**src/rtl/spi_multi_master.sv**
```systemverilog
// rtl/spi_multi_master.sv - shared-bus SPI master (CPHA=0) with per-device chip selects and tail readback
module spi_multi_master #(
    parameter int   N_DEVICES   = 2,
    parameter int   P_SEL_WIDTH = 2,
    parameter int   P_WR_WIDTH  = 24,
    parameter int   P_RD_WIDTH  = 8,
    parameter int   P_SCLK_HALF = 30,
    parameter logic P_CPOL      = 1'b0
) (
    input  logic                               clk,
    input  logic                               rst,
    input  logic                               req,
    input  logic [P_SEL_WIDTH-1:0]             sel,
    input  logic [P_WR_WIDTH-1:0]              wr_data,
    input  logic [$clog2(P_WR_WIDTH+1)-1:0]    nb_wr,
    input  logic [$clog2(P_RD_WIDTH+1)-1:0]    nb_rd,
    output logic                               ack,
    output logic                               err,
    output logic                               busy,
    output logic [P_RD_WIDTH-1:0]              rd_data,
    output logic                               sclk,
    output logic                               mosi,
    output logic [N_DEVICES-1:0]               cs_n,
    input  logic [N_DEVICES-1:0]               miso
);
    localparam int NB_W = $clog2(P_WR_WIDTH + 1);
    localparam int HC_W = (P_SCLK_HALF > 1) ? $clog2(P_SCLK_HALF) : 1;
    localparam int SW1  = P_SEL_WIDTH + 1;
    localparam logic [NB_W-1:0] WR_MAX  = NB_W'(P_WR_WIDTH);
    localparam logic [NB_W-1:0] RD_MAX  = NB_W'(P_RD_WIDTH);
    localparam logic [HC_W-1:0] HC_LAST = HC_W'(P_SCLK_HALF - 1);

    typedef enum logic [2:0] {IDLE, SETUP, SHIFT, HOLD, GAP, ERR} state_t;

    state_t                 state, state_nxt;
    logic [HC_W-1:0]        hcnt, hcnt_nxt;
    logic [NB_W-1:0]        bitcnt, bitcnt_nxt, r_q, r_nxt;
    logic [NB_W-1:0]        n_eff, r_eff, n_m1, bit_prev;
    logic [P_SEL_WIDTH-1:0] sel_q, sel_nxt;
    logic [P_WR_WIDTH-1:0]  wr_q, wr_nxt;
    logic [P_RD_WIDTH-1:0]  rx, rx_nxt, rd_nxt;
    logic [N_DEVICES-1:0]   cs_nxt, cs_sel;
    logic                   sclk_nxt, mosi_nxt, ack_nxt, err_nxt, busy_nxt;
    logic                   half_done, miso_bit, sel_bad, do_sample;

    assign half_done = (hcnt == HC_LAST);
    assign sel_bad   = ({1'b0, sel} >= SW1'(N_DEVICES));
    assign n_m1      = n_eff - NB_W'(1);
    assign bit_prev  = bitcnt - NB_W'(1);

    // n = 0 means a full-width transfer; r never exceeds the register or the transfer
    always_comb begin
        n_eff = nb_wr;
        if (nb_wr == '0 || nb_wr > WR_MAX)
            n_eff = WR_MAX;
        r_eff = NB_W'(nb_rd);
        if (r_eff > RD_MAX)
            r_eff = RD_MAX;
        if (r_eff > n_eff)
            r_eff = n_eff;
    end

    always_comb begin
        cs_sel   = '1;
        miso_bit = 1'b0;
        for (int i = 0; i < N_DEVICES; i++) begin
            cs_sel[i] = (sel != P_SEL_WIDTH'(i));
            if (sel_q == P_SEL_WIDTH'(i))
                miso_bit = miso[i];
        end
    end

    always_comb begin
        state_nxt  = state;
        hcnt_nxt   = hcnt;
        bitcnt_nxt = bitcnt;
        r_nxt      = r_q;
        sel_nxt    = sel_q;
        wr_nxt     = wr_q;
        rx_nxt     = rx;
        rd_nxt     = rd_data;
        cs_nxt     = cs_n;
        sclk_nxt   = sclk;
        mosi_nxt   = mosi;
        ack_nxt    = 1'b0;
        err_nxt    = 1'b0;
        busy_nxt   = busy;
        do_sample  = 1'b0;
        case (state)
            IDLE: begin
                if (req) begin
                    sel_nxt    = sel;
                    wr_nxt     = wr_data;
                    bitcnt_nxt = n_m1;
                    r_nxt      = r_eff;
                    rx_nxt     = '0;
                    hcnt_nxt   = '0;
                    busy_nxt   = 1'b1;
                    if (sel_bad) begin
                        state_nxt = ERR;
                        ack_nxt   = 1'b1;
                        err_nxt   = 1'b1;
                    end else begin
                        state_nxt = SETUP;
                        cs_nxt    = cs_sel;
                        mosi_nxt  = wr_data[n_m1];
                    end
                end
            end
            SETUP: begin
                if (half_done) begin
                    state_nxt = SHIFT;
                    hcnt_nxt  = '0;
                    sclk_nxt  = ~P_CPOL;
                    do_sample = 1'b1;
                end else begin
                    hcnt_nxt = hcnt + HC_W'(1);
                end
            end
            SHIFT: begin
                if (half_done) begin
                    hcnt_nxt = '0;
                    if (sclk != P_CPOL) begin
                        sclk_nxt = P_CPOL;
                        if (bitcnt == '0) begin
                            state_nxt = HOLD;
                            mosi_nxt  = 1'b0;
                        end else begin
                            bitcnt_nxt = bit_prev;
                            mosi_nxt   = wr_q[bit_prev];
                        end
                    end else begin
                        sclk_nxt  = ~P_CPOL;
                        do_sample = 1'b1;
                    end
                end else begin
                    hcnt_nxt = hcnt + HC_W'(1);
                end
            end
            HOLD: begin
                if (half_done) begin
                    state_nxt = GAP;
                    hcnt_nxt  = '0;
                    cs_nxt    = '1;
                    ack_nxt   = 1'b1;
                    rd_nxt    = rx;
                end else begin
                    hcnt_nxt = hcnt + HC_W'(1);
                end
            end
            // the ERR cycle is the first cycle of its own gap
            ERR, GAP: begin
                if (half_done) begin
                    state_nxt = IDLE;
                    hcnt_nxt  = '0;
                    busy_nxt  = 1'b0;
                end else begin
                    state_nxt = GAP;
                    hcnt_nxt  = hcnt + HC_W'(1);
                end
            end
            default: state_nxt = IDLE;
        endcase
        if (do_sample && bitcnt < r_q) begin
            rx_nxt    = rx << 1;
            rx_nxt[0] = miso_bit;
        end
    end

    always_ff @(posedge clk or posedge rst) begin
        if (rst) begin
            state   <= IDLE;
            hcnt    <= '0;
            bitcnt  <= '0;
            r_q     <= '0;
            sel_q   <= '0;
            wr_q    <= '0;
            rx      <= '0;
            rd_data <= '0;
            cs_n    <= '1;
            sclk    <= P_CPOL;
            mosi    <= 1'b0;
            ack     <= 1'b0;
            err     <= 1'b0;
            busy    <= 1'b0;
        end else begin
            state   <= state_nxt;
            hcnt    <= hcnt_nxt;
            bitcnt  <= bitcnt_nxt;
            r_q     <= r_nxt;
            sel_q   <= sel_nxt;
            wr_q    <= wr_nxt;
            rx      <= rx_nxt;
            rd_data <= rd_nxt;
            cs_n    <= cs_nxt;
            sclk    <= sclk_nxt;
            mosi    <= mosi_nxt;
            ack     <= ack_nxt;
            err     <= err_nxt;
            busy    <= busy_nxt;
        end
    end
endmodule

```
**config.mk**
```make
export PLATFORM = sky130hd
export DESIGN_NAME = spi_multi_master
export DESIGN_NICKNAME = d
export VERILOG_FILES = /design/src/rtl/spi_multi_master.sv
export SDC_FILE = /design/constraint.sdc
export NUM_CORES = 1
export LEC_CHECK = 0
export BUFFER_PORTS_ARGS = -buffer_cell sky130_fd_sc_hd__buf_2
export CAP_MARGIN = 20
export CORE_MARGIN = 1.5
export CORE_UTILIZATION = 40
export DETAILED_ROUTE_END_ITERATION = 10
export GPL_TIMING_DRIVEN = 0
export PLACE_DENSITY_LB_ADDON = 0.05
export SETUP_SLACK_MARGIN = 0.05
export SLEW_MARGIN = 20
export SYNTH_ARGS = -nofsm -noshare
export SYNTH_HDL_FRONTEND = slang
export SYNTH_SLANG_ARGS = --single-unit
```
**constraint.sdc**
```tcl
create_clock -name clk -period 4.5 [get_ports clk]
set_input_delay 0.225 -clock clk [delete_from_list [all_inputs] [get_ports clk]]
set_output_delay 0.225 -clock clk [all_outputs]
set_load 0.01 [all_outputs]
```
==> impl_metrics.sql, run 1 <==
INSERT INTO impl_metrics (metric_group, metric, value, unit) VALUES
('sta', 'report.final.hold_viol_count', '0', ''),
('yosys', 'postSynth.topFlopCell', 'sky130_fd_sc_hd__dfrtp_1', ''),
('routing', 'ant_nets', '0', ''),
('sta', 'maxSlewViolCount', '0', ''),
('finish', 'stdcell_area', '0.004494', 'sq mm'),
('power', 'total_switching_power', '0.8348', 'mW'),
('yosys', 'synth-seq-area-share', '44.25', '%'),
('routing', 'first_pass_iters', '4', ''),
('die', 'die_height', '100.4', 'um'),
('clock_tree', 'worst_skew_pair.late_latency', '340', 'ps'),
('sta', 'timing.slew.headroom', '43.27', '%'),
('clock_tree', 'ctsRootBufferMaster', 'sky130_fd_sc_hd__clkbuf_8', ''),
('placed_design', 'routability_congestion_estimate_from_global_placement', '0.8201', ''),
('finish', 'antenna-diode-count', '0', ''),
('grt', 'globalRouteOverflowTotal', '0', ''),
('finish', 'mostFrequentLayoutCells', 'sky130_fd_sc_hd__nand2_1 (101), sky130_fd_sc_hd__dfrtp_1 (65), sky130_fd_sc_hd__buf_2 (54), sky130_fd_sc_hd__nor2_1 (33), sky130_fd_sc_hd__o21ai_0 (22)', ''),
('die', 'pin_count', '55', ''),
('sta', 'finalSetupTns', '0', 'ps'),
('finish', 'post-route-util', '48.64', '%'),
('critical_path', 'crit_path_start_kind', 'flip-flop', ''),
('power', 'combinationalPowerShare', '34.9', '%'),
('finish', 'most_frequent_standard_cell_in_the_layout_excluding_fill_and_tap_cells', 'sky130_fd_sc_hd__nand2_1', ''),
('yosys', 'synth_async_sr_flop_share', '100.0', '%'),
('routing', 'wl', '9520', 'um'),
('yosys', 'synth.yosys.warnings', '0', ''),
('grt', 'first_global_vias', '3091', ''),
('die', 'initial_utilization', '41.07', '%'),
('yosys', 'count_of_unique_library_cells_instantiated_by_yosys', '59', ''),
('die', 'core', '0.009240', 'sq mm'),
('placed_design', 'instance_area_after_placement', '0.004244', 'sq mm'),
('finish', 'finish.net_count', '543', ''),
('clock_tree', 'ctsHtreeMaxLevel', '3', ''),
('sta', 'fin_crit_sh', '62.73', '%'),
('run', 'timing.max_cap.violations', '0', ''),
('critical_path', 'timing.critical_path.fanout_max', '10', ''),
('grt', 'grt_start_max_net_pins', '42', ''),
('power', 'power_per_cell_area', '520.8', 'mW/mm^2'),
('yosys', 'synth_area', '0.003795', 'sq mm'),
('clock_tree', 'post-cts-setup-buffer-count', '0', ''),
('finish', 'final-seq-area', '0.001679', 'sq mm'),
('finish', 'area_growth', '18.43', '%'),
('sta', 'achievable-frequency', '354.2', 'MHz'),
('routing', 'drt_iter0_markers', '181', ''),
('critical_path', 'cp_data_arrival_time', '3010', 'ps'),
('placed_design', 'io_buffer_count', '53', ''),
('clock_tree', 'cts_inserted_buffers', '9', ''),
('critical_path', 'worst_ep_required_time', '4690', 'ps'),
('yosys', 'synthCells', '426', ''),
('grt', 'gr-usage-all-layers', '20.03', '%'),
('finish', 'multiInputGateArea', '0.001964', 'sq mm'),
('grt', 'groute.layer.met3.usage', '3.760', '%'),
('finish', 'fillCellCount', '911', ''),
('sta', 'timing_worst_slew_pin_value', '843.2', 'ps'),
('clock_tree', 'clkSinkCount', '67', ''),
('yosys', 'synth_enable_flop_cells', '0', ''),
('clock_tree', 'cts_resized', '0', ''),
('grt', 'grtUsageMet2', '31.92', '%'),
('grt', 'antenna_found_initial', '0', ''),
('die', 'design.die.area', '0.01008', 'sq mm'),
('power', 'sw_frac_of_total', '35.66', '%'),
('grt', 'grt_most_used_layer', 'met2', ''),
('die', 'num_rows', '35', ''),
('die', 'die_w', '100.4', 'um'),
('grt', 'groute.layer.met1.usage', '28.15', '%'),
('grt', 'grt_first_pass_wirelength', '15640', 'um'),
('yosys', 'syn_avg_cell_area', '8.908', 'sq um'),
('sta', 'finClkSkew', '6.791', 'ps'),
('critical_path', 'cp-end-kind', 'flip-flop', ''),
('run_status', 'run_status', 'finished, final reports clean', ''),
('routing', 'via_per_inst', '5.200', ''),
('power', 'power.total', '2.341', 'mW');
==> flip-flops by register name (all words and copies together), names as in the netlist <==
register,count
wr_q,24
busy,1
state,3
rd_data,8
sclk,1
rx,8
ack,1
sel_q,2
cs_n,2
r_q,5
bitcnt,5
mosi,1
hcnt,5
err,1
==> power groups by stage <==
stage / Sequential (mW) / Clock, mW / Combinational, mW
after floorplan: 0.901 / 0 / 0.601
after global placement: 0.931 / 0 / 0.802
after detailed placement: 0.931 / 0 / 0.818
after CTS: 0.920 / 0.623 / 0.823
after global routing: 0.946 / 0.645 / 0.927
final: 0.918 / 0.605 / 0.818
==> kinds of logic (layout without fill, tap and decap cells) <==
group | Yosys count | in the layout | synth area share [%]
fa+ha+maj | 11 | 11 | 3.627
buf+inv | 38 | 109 | 3.989
simple gates | 186 | 186 | 22.02
mux | 30 | 30 | 9.100
flops | 67 | 67 | 44.25
xor+xnor | 9 | 9 | 2.275
compound gates | 85 | 85 | 14.74
==> synthesized netlist by cell type (all sizes together), types with 3 or more instances <==
library cell  number  share of area, %
o22ai              4              0.82
inv               17               1.7
clkbuf            19               1.9
nor3               6              0.79
o31ai              3              0.59
nand2            101                10
mux2              13               3.9
a31oi              3              0.49
dfrtp             65                43
nand2b             5              0.82
nor2              33               3.3
nand3              7              0.92
a211oi             5              0.99
xor2               5               1.4
o21ai             25               3.4
and2               4              0.66
ha                11               3.6
xnor2              4              0.92
nor4               3              0.49
mux2i             15               4.0
a2111oi            3              0.69
a21oi             21               2.8
nor2b             10               1.6
a22oi              3              0.59
nand3b             3              0.59
==> metal layers <==
metal	part of all wire, %	routed length (um)
met1	49	4704
met2	45	4327
met3	4.2	402
met4	0.90	86
met5	0	0
==> worst max-delay path: stages, from the launching register on <==
cell,delay (ps)
sky130_fd_sc_hd__dfrtp_1,410
sky130_fd_sc_hd__buf_6,150
sky130_fd_sc_hd__inv_1,130
sky130_fd_sc_hd__ha_1,270
sky130_fd_sc_hd__xor2_2,460
sky130_fd_sc_hd__mux4_1,610
sky130_fd_sc_hd__o21ai_0,250
sky130_fd_sc_hd__nor4_1,80
sky130_fd_sc_hd__a211oi_1,220
sky130_fd_sc_hd__o21ai_1,100
==> stage by stage <==
step           hold slack, ps  worst slack (ps)  std cells
6_report                83.80              1677        626
5_1_grt                 90.29              1488        626
4_1_cts                 69.27              1665        626
3_5_place_dp            237.1              1677        609
3_3_place_gp            429.5              1613        608
2_1_floorplan           330.4              2113        426
==> final timing paths <==
| kind | startpoint | end | slack [ps] | cells past startpoint |
|---|---|---|---|---|
| setup / recovery | bitcnt[0]$_DFFE_PP0P_ | mosi$_DFFE_PP0P_ | 1680 | 9 |
| hold / removal | wr_data[16] | wr_q[16]$_DFFE_PP0P_ | 80 | 3 |
| setup reg to reg | bitcnt[0]$_DFFE_PP0P_ | mosi$_DFFE_PP0P_ | 1680 | 9 |
| hold reg to reg | wr_q[11]$_DFFE_PP0P_ | wr_q[11]$_DFFE_PP0P_ | 470 | 2 |
| max in group asynchronous | rst | cs_n[1]$_DFFE_PP1P_ | 3500 | 4 |
| min in group asynchronous | rst | rd_data[0]$_DFFE_PP0P_ | 410 | 3 |
==> cell type report <==
| type | count | share of cell area (%) |
|---|---|---|
| Timing Repair Buffer | 55 | 6.570 |
| Clock buffer | 9 | 2.756 |
| Sequential cell | 67 | 37.36 |
| Clock inverter | 7 | 2.589 |
| Buffer | 21 | 1.949 |
| Multi-Input combinational cell | 321 | 43.71 |
| Inverter | 17 | 1.476 |
| Tap cell | 129 | 3.591 |
(Power assumes the default switching activity.)
==> run 2: changes to the inputs <==
--- a/config.mk
+++ b/config.mk
@@ -5,6 +5,7 @@
 export SDC_FILE = /design/constraint.sdc
 export NUM_CORES = 1
 export LEC_CHECK = 0
+export ABC_AREA = 1
 export BUFFER_PORTS_ARGS = -buffer_cell sky130_fd_sc_hd__buf_2
 export CAP_MARGIN = 20
 export CORE_MARGIN = 1.5
==> constraint.sdc (replaced) <==
create_clock -name clk -period 2.3 [get_ports clk]
set_input_delay 0.115 -clock clk [delete_from_list [all_inputs] [get_ports clk]]
set_output_delay 0.115 -clock clk [all_outputs]
set_load 0.01 [all_outputs]
==> impl_metrics.sql, run 2 <==
INSERT INTO impl_metrics (metric_group, metric, value, unit) VALUES
('run_status', 'run_status', 'finished, final reports clean', ''),
('critical_path', 'cp-end-kind', 'flip-flop', ''),
('yosys', 'synth.yosys.warnings', '0', ''),
('routing', 'wl', '9573', 'um'),
('clock_tree', 'largest_buffer_count_on_any_clock_path', '2', ''),
('yosys', 'synthCells', '513', ''),
('grt', 'gr-usage-all-layers', '20.65', '%'),
('die', 'core', '0.009196', 'sq mm'),
('grt', 'groute.layer.met1.usage', '27.41', '%'),
('yosys', 'synth_async_sr_flop_share', '100.0', '%'),
('routing', 'via_per_inst', '4.942', ''),
('die', 'pin_count', '55', ''),
('critical_path', 'worst_ep_required_time', '2540', 'ps'),
('grt', 'first_global_vias', '3338', ''),
('placed_design', 'io_buffer_count', '54', ''),
('critical_path', 'critPathSlowestCell', 'sky130_fd_sc_hd__dfrtp_2', ''),
('routing', 'detailroute.via_count', '3514', ''),
('placed_design', 'routability_congestion_estimate_from_global_placement', '0.8247', ''),
('sta', 'finClkSkew', '7.994', 'ps'),
('die', 'die_height', '100.3', 'um'),
('routing', 'ant_nets', '0', ''),
('critical_path', 'critical_path.n_buffers_inverters', '3', ''),
('routing', 'first_pass_iters', '4', ''),
('yosys', 'synth_most_common_cell', 'sky130_fd_sc_hd__nand2_1', ''),
('finish', 'finish.net_count', '646', ''),
('finish', 'largest_reg_flops', '24', ''),
('power', 'total_switching_power', '0.6497', 'mW'),
('critical_path', 'critPathMaxStageDelay', '460', 'ps'),
('sta', 'min_period', '2078', 'ps'),
('die', 'initial_utilization', '41.14', '%'),
('clock_tree', 'worst_skew_pair.late_latency', '350', 'ps'),
('die', 'design.die.area', '0.01005', 'sq mm'),
('finish', 'post-route-util', '50.59', '%'),
('power', 'power.total', '2.646', 'mW'),
('grt', 'antenna_found_initial', '0', ''),
('routing', 'wl_per_cell', '13.46', 'um'),
('power', 'power_per_cell_area', '568.9', 'mW/mm^2'),
('grt', 'grt_first_pass_wirelength', '16150', 'um'),
('finish', 'regMostFlops', 'wr_q', ''),
('yosys', 'count_of_unique_library_cells_instantiated_by_yosys', '38', ''),
('yosys', 'synth_top_area_cell', 'sky130_fd_sc_hd__dfrtp_1', ''),
('clock_tree', 'tritoncts', 'done', ''),
('yosys', 'flip_flop_and_latch_count_after_synthesis', '67', ''),
('die', 'num_rows', '35', ''),
('critical_path', 'cp_cell_sequence', 'inv_2, buf_4, ha_2, inv_2, nand3_1, nand3_1, nand3b_1, nand2_1, nand2_1, nand2_1, nand2_1, a21oi_1, a21oi_1', ''),
('finish', 'most_frequent_standard_cell_in_the_layout_excluding_fill_and_tap_cells', 'sky130_fd_sc_hd__nand2_1', ''),
('sta', 'achievable-frequency', '481.2', 'MHz'),
('yosys', 'postSynth.topFlopCell', 'sky130_fd_sc_hd__dfrtp_1', ''),
('clock_tree', 'ctsHtreeMaxLevel', '3', ''),
('clock_tree', 'clkSinkCount', '67', ''),
('yosys', 'netlist_top_cells_area', 'sky130_fd_sc_hd__dfrtp_1 (43%), sky130_fd_sc_hd__nand2_1 (17%), sky130_fd_sc_hd__inv_1 (7.1%)', ''),
('grt', 'grt_start_max_net_pins', '37', ''),
('sta', 'maxSlewViolCount', '0', ''),
('sta', 'fin_hold_ws', '34.25', 'ps'),
('finish', 'mostFrequentLayoutCells', 'sky130_fd_sc_hd__nand2_1 (168), sky130_fd_sc_hd__inv_1 (69), sky130_fd_sc_hd__dfrtp_1 (64), sky130_fd_sc_hd__buf_2 (54), sky130_fd_sc_hd__o21ai_0 (38)', ''),
('sta', 'timing.slew.headroom', '55.05', '%'),
('power', 'power.static_leakage', '2.483', 'nW'),
('die', 'die_w', '100.3', 'um'),
('power', 'combinationalPowerShare', '8.8', '%'),
('yosys', 'post_synth_most_frequent_cells', 'sky130_fd_sc_hd__nand2_1 (168), sky130_fd_sc_hd__inv_1 (72), sky130_fd_sc_hd__dfrtp_1 (65)', ''),
('critical_path', 'critical-path-top-cell-by-count', 'sky130_fd_sc_hd__nand2_1', ''),
('routing', 'remaining_drc_errors', '0', ''),
('power', 'p_int', '1.997', 'mW'),
('yosys', 'syn_avg_cell_area', '7.375', 'sq um'),
('finish', 'reg.largest.list', 'wr_q x24, rd_data x8, rx x8', ''),
('yosys', 'synth_area', '0.003784', 'sq mm'),
('grt', 'grtUsageMet2', '34.17', '%'),
('grt', 'groute.layer.met3.usage', '4.805', '%'),
('yosys', 'yosys.area.top_type_share', '42.99', '%'),
('placed_design', 'place.detailed.hpwl', '7035', 'um'),
('run', 'timing.max_cap.violations', '0', ''),
('critical_path', 'worstSetupPathType', 'reg2reg', ''),
('sta', 'timing_worst_slew_pin_value', '673.0', 'ps'),
('critical_path', 'cp_data_arrival_time', '2320', 'ps'),
('yosys', 'syn_nets', '564', ''),
('sta', 'rsz0062_at_grt', 'false', ''),
('finish', 'drive_above_1_share', '17.33', '%'),
('clock_tree', 'cts_inserted_buffers', '9', ''),
('critical_path', 'path_delay_family', 'flip-flops', ''),
('power', 'pwr-share-clk', '46.6', '%'),
('yosys', 'synth-seq-area-share', '44.38', '%'),
('sta', 'setup_violations', '0', ''),
('min_path', 'holdCritPathClass', 'in2reg', ''),
('power', 'p_seq_share', '44.5', '%'),
('power', 'sw_frac_of_total', '24.55', '%'),
('sta', 'fin_crit_sh', '90.35', '%'),
('clock_tree', 'ctsRootBufferMaster', 'sky130_fd_sc_hd__clkbuf_8', ''),
('finish', 'area_growth', '22.95', '%'),
('grt', 'globalRouteOverflowTotal', '0', ''),
('finish', 'antenna-diode-count', '0', ''),
('finish', 'fillCellCount', '934', ''),
('grt', 'grt_most_used_layer', 'met2', ''),
('routing', 'drt_iter0_markers', '166', ''),
('critical_path', 'timing.critical_path.fanout_max', '11', ''),
('yosys', 'synth_enable_flop_cells', '0', ''),
('clock_tree', 'post-cts-setup-buffer-count', '0', ''),
('sta', 'report.final.hold_viol_count', '0', ''),
('power', 'max-vdd-ir-drop', '310.7', 'uV'),
('clock_tree', 'clkTransAtPathRegs', '80', 'ps'),
('critical_path', 'crit_path_start_kind', 'flip-flop', '');
## run 2: final cells by class
type / count / area [sq um] / share of cell area, %
buffer: 12 / 53.80 / 1.157
clock buffer: 9 / 123.9 / 2.663
clock inverter: 7 / 123.9 / 2.663
inverter: 77 / 291.5 / 6.267
multi-input combinational: 356 / 1779 / 38.25
sequential: 67 / 1680 / 36.12
tap: 111 / 138.9 / 2.985
timing repair buffer: 72 / 460.4 / 9.898
## run 2: worst paths after layout
kind                                       start              endpoint  slack (ps)  cells past startpoint
max in group asynchronous                    rst   cs_n[0]$_DFFE_PP1P_        1390                      4
max                        bitcnt[0]$_DFFE_PP0P_      mosi$_DFFE_PP0P_         220                     13
min reg2reg                  hcnt[4]$_DFFE_PP0P_   hcnt[4]$_DFFE_PP0P_         460                      1
max reg2reg                bitcnt[0]$_DFFE_PP0P_      mosi$_DFFE_PP0P_         220                     13
min                                  wr_data[19]  wr_q[19]$_DFFE_PP0P_          30                      3
min in group asynchronous                    rst    r_q[4]$_DFFE_PP0P_         310                      3
## run 2: metrics by stage
step / setup TNS (ps) / instance area (sq um) / setup slack [ps] / std cells
2_1_floorplan: 0 / 3784 / 303.2 / 513
5_1_grt: 0 / 4652 / 68.16 / 711
4_1_cts: 0 / 4634 / 63.88 / 711
3_3_place_gp: -27020 / 4193 / -416.6 / 678
6_report: 0 / 4652 / 221.9 / 711
3_5_place_dp: -177.2 / 4215 / -177.2 / 679
## run 2: cell families (layout without fill, tap and decap cells)
kind of cell             Yosys count  in the layout  synth area share (%)
XOR/XNOR                           4              4                0.9261
flip-flops                        67             67                 44.38
AND/OR/NAND/NOR                  258            258                 29.23
buffers and inverters             90            177                 9.061
AO/OA/AOI/OAI                     83             83                 12.76
adder cells (fa/ha/maj)           11             11                 3.638
## run 2: repair_timing
| action | 4_1_cts | 5_1_grt |
|---|---|---|
| cloned | 0 | 0 |
| endpoints found under the setup margin | 1 | 2 |
| resized for setup | 2 | 7 |
| hold buffers | 17 | 0 |
| hold endpoints to repair | 47 | 0 |
## run 2: tightest hold or removal path: stages
cell and delay, ps:
sky130_fd_sc_hd__buf_2 100, sky130_fd_sc_hd__inv_1 50, sky130_fd_sc_hd__o21ai_0 80
## run 2: layer usage
metal / wire, um / share of wire [%]
met5: 0 / 0
met4: 70 / 0.73
met3: 453 / 4.7
met2: 4529 / 47
met1: 4520 / 47
## run 2: power groups by stage
stage	Sequential, mW	Combinational, mW	Clock, mW
after floorplan	1.20	0.122	0
after global placement	1.20	0.204	0
after detailed placement	1.20	0.213	0
after CTS	1.18	0.235	1.26
after global routing	1.18	0.264	1.31
final	1.18	0.234	1.23
==> run 3: changes to the inputs <==
--- a/config.mk
+++ b/config.mk
@@ -9,10 +9,11 @@
 export BUFFER_PORTS_ARGS = -buffer_cell sky130_fd_sc_hd__buf_2
 export CAP_MARGIN = 20
 export CORE_MARGIN = 1.5
-export CORE_UTILIZATION = 40
+export CORE_UTILIZATION = 28
 export DETAILED_ROUTE_END_ITERATION = 10
 export GPL_TIMING_DRIVEN = 0
 export PLACE_DENSITY_LB_ADDON = 0.05
+export REMOVE_ABC_BUFFERS = 1
 export SETUP_SLACK_MARGIN = 0.05
 export SLEW_MARGIN = 20
 export SYNTH_ARGS = -nofsm -noshare
==> impl_metrics.sql, run 3 (same netlist as run 2, synthesis figures left out) <==
INSERT INTO impl_metrics (metric_group, metric, value, unit) VALUES
('run_status', 'run_status', 'finished, final reports clean', ''),
('placed_design', 'routability_congestion_estimate_from_global_placement', '0.7752', ''),
('sta', 'fin_crit_sh', '87.75', '%'),
('sta', 'maxSlewViolCount', '0', ''),
('power', 'p_seq_share', '41.3', '%'),
('routing', 'ant_nets', '0', ''),
('critical_path', 'timing.critical_path.fanout_max', '45', ''),
('power', 'max-vdd-ir-drop', '360.0', 'uV'),
('critical_path', 'critPathMaxStageDelay', '410', 'ps'),
('min_path', 'hold_path_cell_cnt', '3', ''),
('run', 'timing.max_cap.violations', '0', ''),
('sta', 'report.final.hold_viol_count', '0', ''),
('routing', 'wl_per_cell', '13.26', 'um'),
('die', 'num_rows', '42', ''),
('sta', 'min_period', '2018', 'ps'),
('die', 'initial_utilization', '28.69', '%'),
('power', 'pwr-share-clk', '50.5', '%'),
('finish', 'largest_reg_flops', '24', ''),
('critical_path', 'cp_cell_sequence', 'nor2_1, inv_2, nor2_2, nand2_8, clkinvlp_4, o21ai_2, inv_1, o21ai_0, a21oi_1, a21oi_1', ''),
('critical_path', 'critPathSlowestCell', 'sky130_fd_sc_hd__dfrtp_1', ''),
('placed_design', 'pre_cts_ws', '-891.2', 'ps'),
('finish', 'area_growth', '27.58', '%'),
('clock_tree', 'ctsRootBufferMaster', 'sky130_fd_sc_hd__clkbuf_16', ''),
('routing', 'wl', '10210', 'um'),
('placed_design', 'place.detailed.hpwl', '7085', 'um'),
('routing', 'first_pass_iters', '4', ''),
('sta', 'fin_hold_ws', '20.38', 'ps'),
('grt', 'globalRouteOverflowTotal', '0', ''),
('power', 'power.static_leakage', '2.513', 'nW'),
('clock_tree', 'worst_skew_pair.late_latency', '340', 'ps'),
('min_path', 'holdCritPathClass', 'in2reg', ''),
('finish', 'mostFrequentLayoutCells', 'sky130_fd_sc_hd__nand2_1 (168), sky130_fd_sc_hd__inv_1 (69), sky130_fd_sc_hd__dfrtp_1 (64), sky130_fd_sc_hd__buf_2 (54), sky130_fd_sc_hd__o21ai_0 (38)', ''),
('finish', 'finish.net_count', '640', ''),
('sta', 'timing.slew.headroom', '66.78', '%'),
('routing', 'drt_iter0_markers', '168', ''),
('min_path', 'holdPathEnd', 'wr_q[2]$_DFFE_PP0P_', ''),
('min_path', 'holdCritStartpoint', 'wr_data[2]', ''),
('routing', 'via_per_inst', '4.464', ''),
('sta', 'setup_violations', '0', ''),
('clock_tree', 'tritoncts', 'done', ''),
('clock_tree', 'largest_buffer_count_on_any_clock_path', '2', ''),
('critical_path', 'worst_ep_required_time', '2520', 'ps'),
('critical_path', 'worstSetupPathType', 'reg2reg', ''),
('placed_design', 'io_buffer_count', '54', ''),
('grt', 'gr-usage-all-layers', '15.51', '%'),
('finish', 'antenna-diode-count', '0', ''),
('finish', 'fillCellCount', '1437', ''),
('clock_tree', 'clkSinkCount', '67', ''),
('sta', 'finClkSkew', '6.678', 'ps'),
('power', 'p_int', '2.147', 'mW'),
('die', 'design.die.area', '0.01422', 'sq mm'),
('critical_path', 'regToRegStartpoint', 'state[2]$_DFFE_PP0P_', ''),
('clock_tree', 'cts_inserted_buffers', '9', ''),
('finish', 'most_frequent_standard_cell_in_the_layout_excluding_fill_and_tap_cells', 'sky130_fd_sc_hd__nand2_1', ''),
('critical_path', 'r2r_setup_slack', '280', 'ps'),
('die', 'die_height', '119.2', 'um'),
('grt', 'grt_first_pass_wirelength', '17040', 'um'),
('critical_path', 'worst-r2r-cell-count', '10', ''),
('sta', 'rsz0062_at_grt', 'false', ''),
('power', 'sw_frac_of_total', '24.86', '%'),
('die', 'pin_count', '55', ''),
('sta', 'timing_worst_slew_pin_value', '497.2', 'ps'),
('sta', 'worst_slack', '281.7', 'ps'),
('die', 'core', '0.01319', 'sq mm'),
('critical_path', 'path_delay_family', 'simple AND/OR/NAND/NOR gates', ''),
('sta', 'achievable-frequency', '495.5', 'MHz'),
('power', 'total_switching_power', '0.7102', 'mW'),
('routing', 'detailroute.via_count', '3437', ''),
('finish', 'stdcell_area', '0.004827', 'sq mm'),
('power', 'combinationalPowerShare', '8.2', '%'),
('grt', 'antenna_found_initial', '0', ''),
('clock_tree', 'ctsHtreeMaxLevel', '3', ''),
('grt', 'grt_start_max_net_pins', '46', ''),
('grt', 'first_global_vias', '3347', ''),
('routing', 'remaining_drc_errors', '0', ''),
('finish', 'drive_above_1_share', '18.35', '%'),
('power', 'power_per_cell_area', '592.0', 'mW/mm^2'),
('clock_tree', 'clkTransAtPathRegs', '60', 'ps'),
('finish', 'reg.largest.list', 'wr_q x24, rd_data x8, rx x8', ''),
('finish', 'regMostFlops', 'wr_q', ''),
('critical_path', 'crit_path_start_kind', 'flip-flop', ''),
('sta', 'finalSetupTns', '0', 'ps'),
('critical_path', 'critical_path.n_buffers_inverters', '3', ''),
('placed_design', 'instance_area_after_placement', '0.004250', 'sq mm'),
('critical_path', 'worstReg2RegEnd', 'bitcnt[0]$_DFFE_PP0P_', ''),
('critical_path', 'cp_data_arrival_time', '2230', 'ps'),
('critical_path', 'critical-path-top-cell-by-count', 'sky130_fd_sc_hd__a21oi_1', ''),
('die', 'die_w', '119.2', 'um'),
('critical_path', 'cp-end-kind', 'flip-flop', '');
## run 3: cell types whose count changed in the layout (fill, tap and decap cells not counted), moves of 2 or more
cell                         change
sky130_fd_sc_hd__clkbuf_16       +9
sky130_fd_sc_hd__clkbuf_1        -8
sky130_fd_sc_hd__clkbuf_8        -8
sky130_fd_sc_hd__buf_4           +4
sky130_fd_sc_hd__bufinv_16       -2
sky130_fd_sc_hd__clkinvlp_4      +2
sky130_fd_sc_hd__inv_2           -2
## run 3: power by group through the flow
stage	Sequential [mW]	Combinational [mW]	Clock, mW
final	1.18	0.234	1.44
after global routing	1.18	0.271	1.55
after CTS	1.18	0.238	1.49
after detailed placement	1.20	0.216	0
after global placement	1.20	0.208	0
after floorplan	1.20	0.118	0
## run 3: repair_timing
| action | 4_1_cts | 5_1_grt |
|---|---|---|
| hold buffers | 16 | 0 |
| gates resized for setup | 5 | 6 |
| gates cloned | 1 | 0 |
| setup endpoints to repair | 29 | 20 |
| buffers inserted | 3 | 3 |
| endpoints found under the hold margin | 37 | 0 |
## run 3: through the flow
stage                     total power [mW]  utilization, %  cells
after floorplan                      1.319               -    500
after global placement               1.410           32.00    730
after detailed placement             1.417           32.22    731
after CTS                            2.907           36.13    767
after global routing                 3.001           36.60    770
final                                2.857           36.60    770
## run 3: per-layer routing
metal / wire, um / GRT usage [%] / share of wire [%] / vias up
met1: 5136 / 20.60 / 50 / 1552
met2: 4344 / 23.95 / 43 / 74
met4: 301 / 7.681 / 2.9 / 0
li1: - / - / - / 1793
met3: 424 / 3.209 / 4.2 / 18
met5: 0 / 0 / 0 / -
## run 3: worst max path at each step
stage                                      from                    end  slack [ps]  cells after the start
final                      state[2]$_DFFE_PP0P_  bitcnt[0]$_DFFE_PP0P_         280                     10
after global routing        hcnt[1]$_DFFE_PP0P_    cs_n[1]$_DFFE_PP1P_          80                      8
after CTS                 bitcnt[0]$_DFFE_PP0P_       mosi$_DFFE_PP0P_          50                     11
after detailed placement   state[2]$_DFFE_PP0P_  bitcnt[0]$_DFFE_PP0P_        -890                     10
after global placement     state[2]$_DFFE_PP0P_  bitcnt[0]$_DFFE_PP0P_        -880                     10
after floorplan            state[2]$_DFFE_PP0P_  bitcnt[0]$_DFFE_PP0P_          50                     10
## run 3: worst reg2reg max path, delay by kind of cell, from the launching register on
family                 cells  cell delay (ps)
buffers and inverters      3              460
AOI/OAI and AO/OA          4              400
DFF                        1              410
and+or+nand+nor            3              630
## run 3: area by class of cell
| type | count | area [sq um] | share of cell area [%] |
|---|---|---|---|
| timing repair inverter | 1 | 5.005 | 0.1037 |
| timing repair buffer | 77 | 503.0 | 10.42 |
| multi-input combinational | 356 | 1805 | 37.40 |
| clock buffer | 10 | 239.0 | 4.951 |
| sequential | 67 | 1683 | 34.86 |
| clock inverter | 6 | 72.57 | 1.503 |
| inverter | 77 | 299.0 | 6.195 |
| tap | 176 | 220.2 | 4.562 |
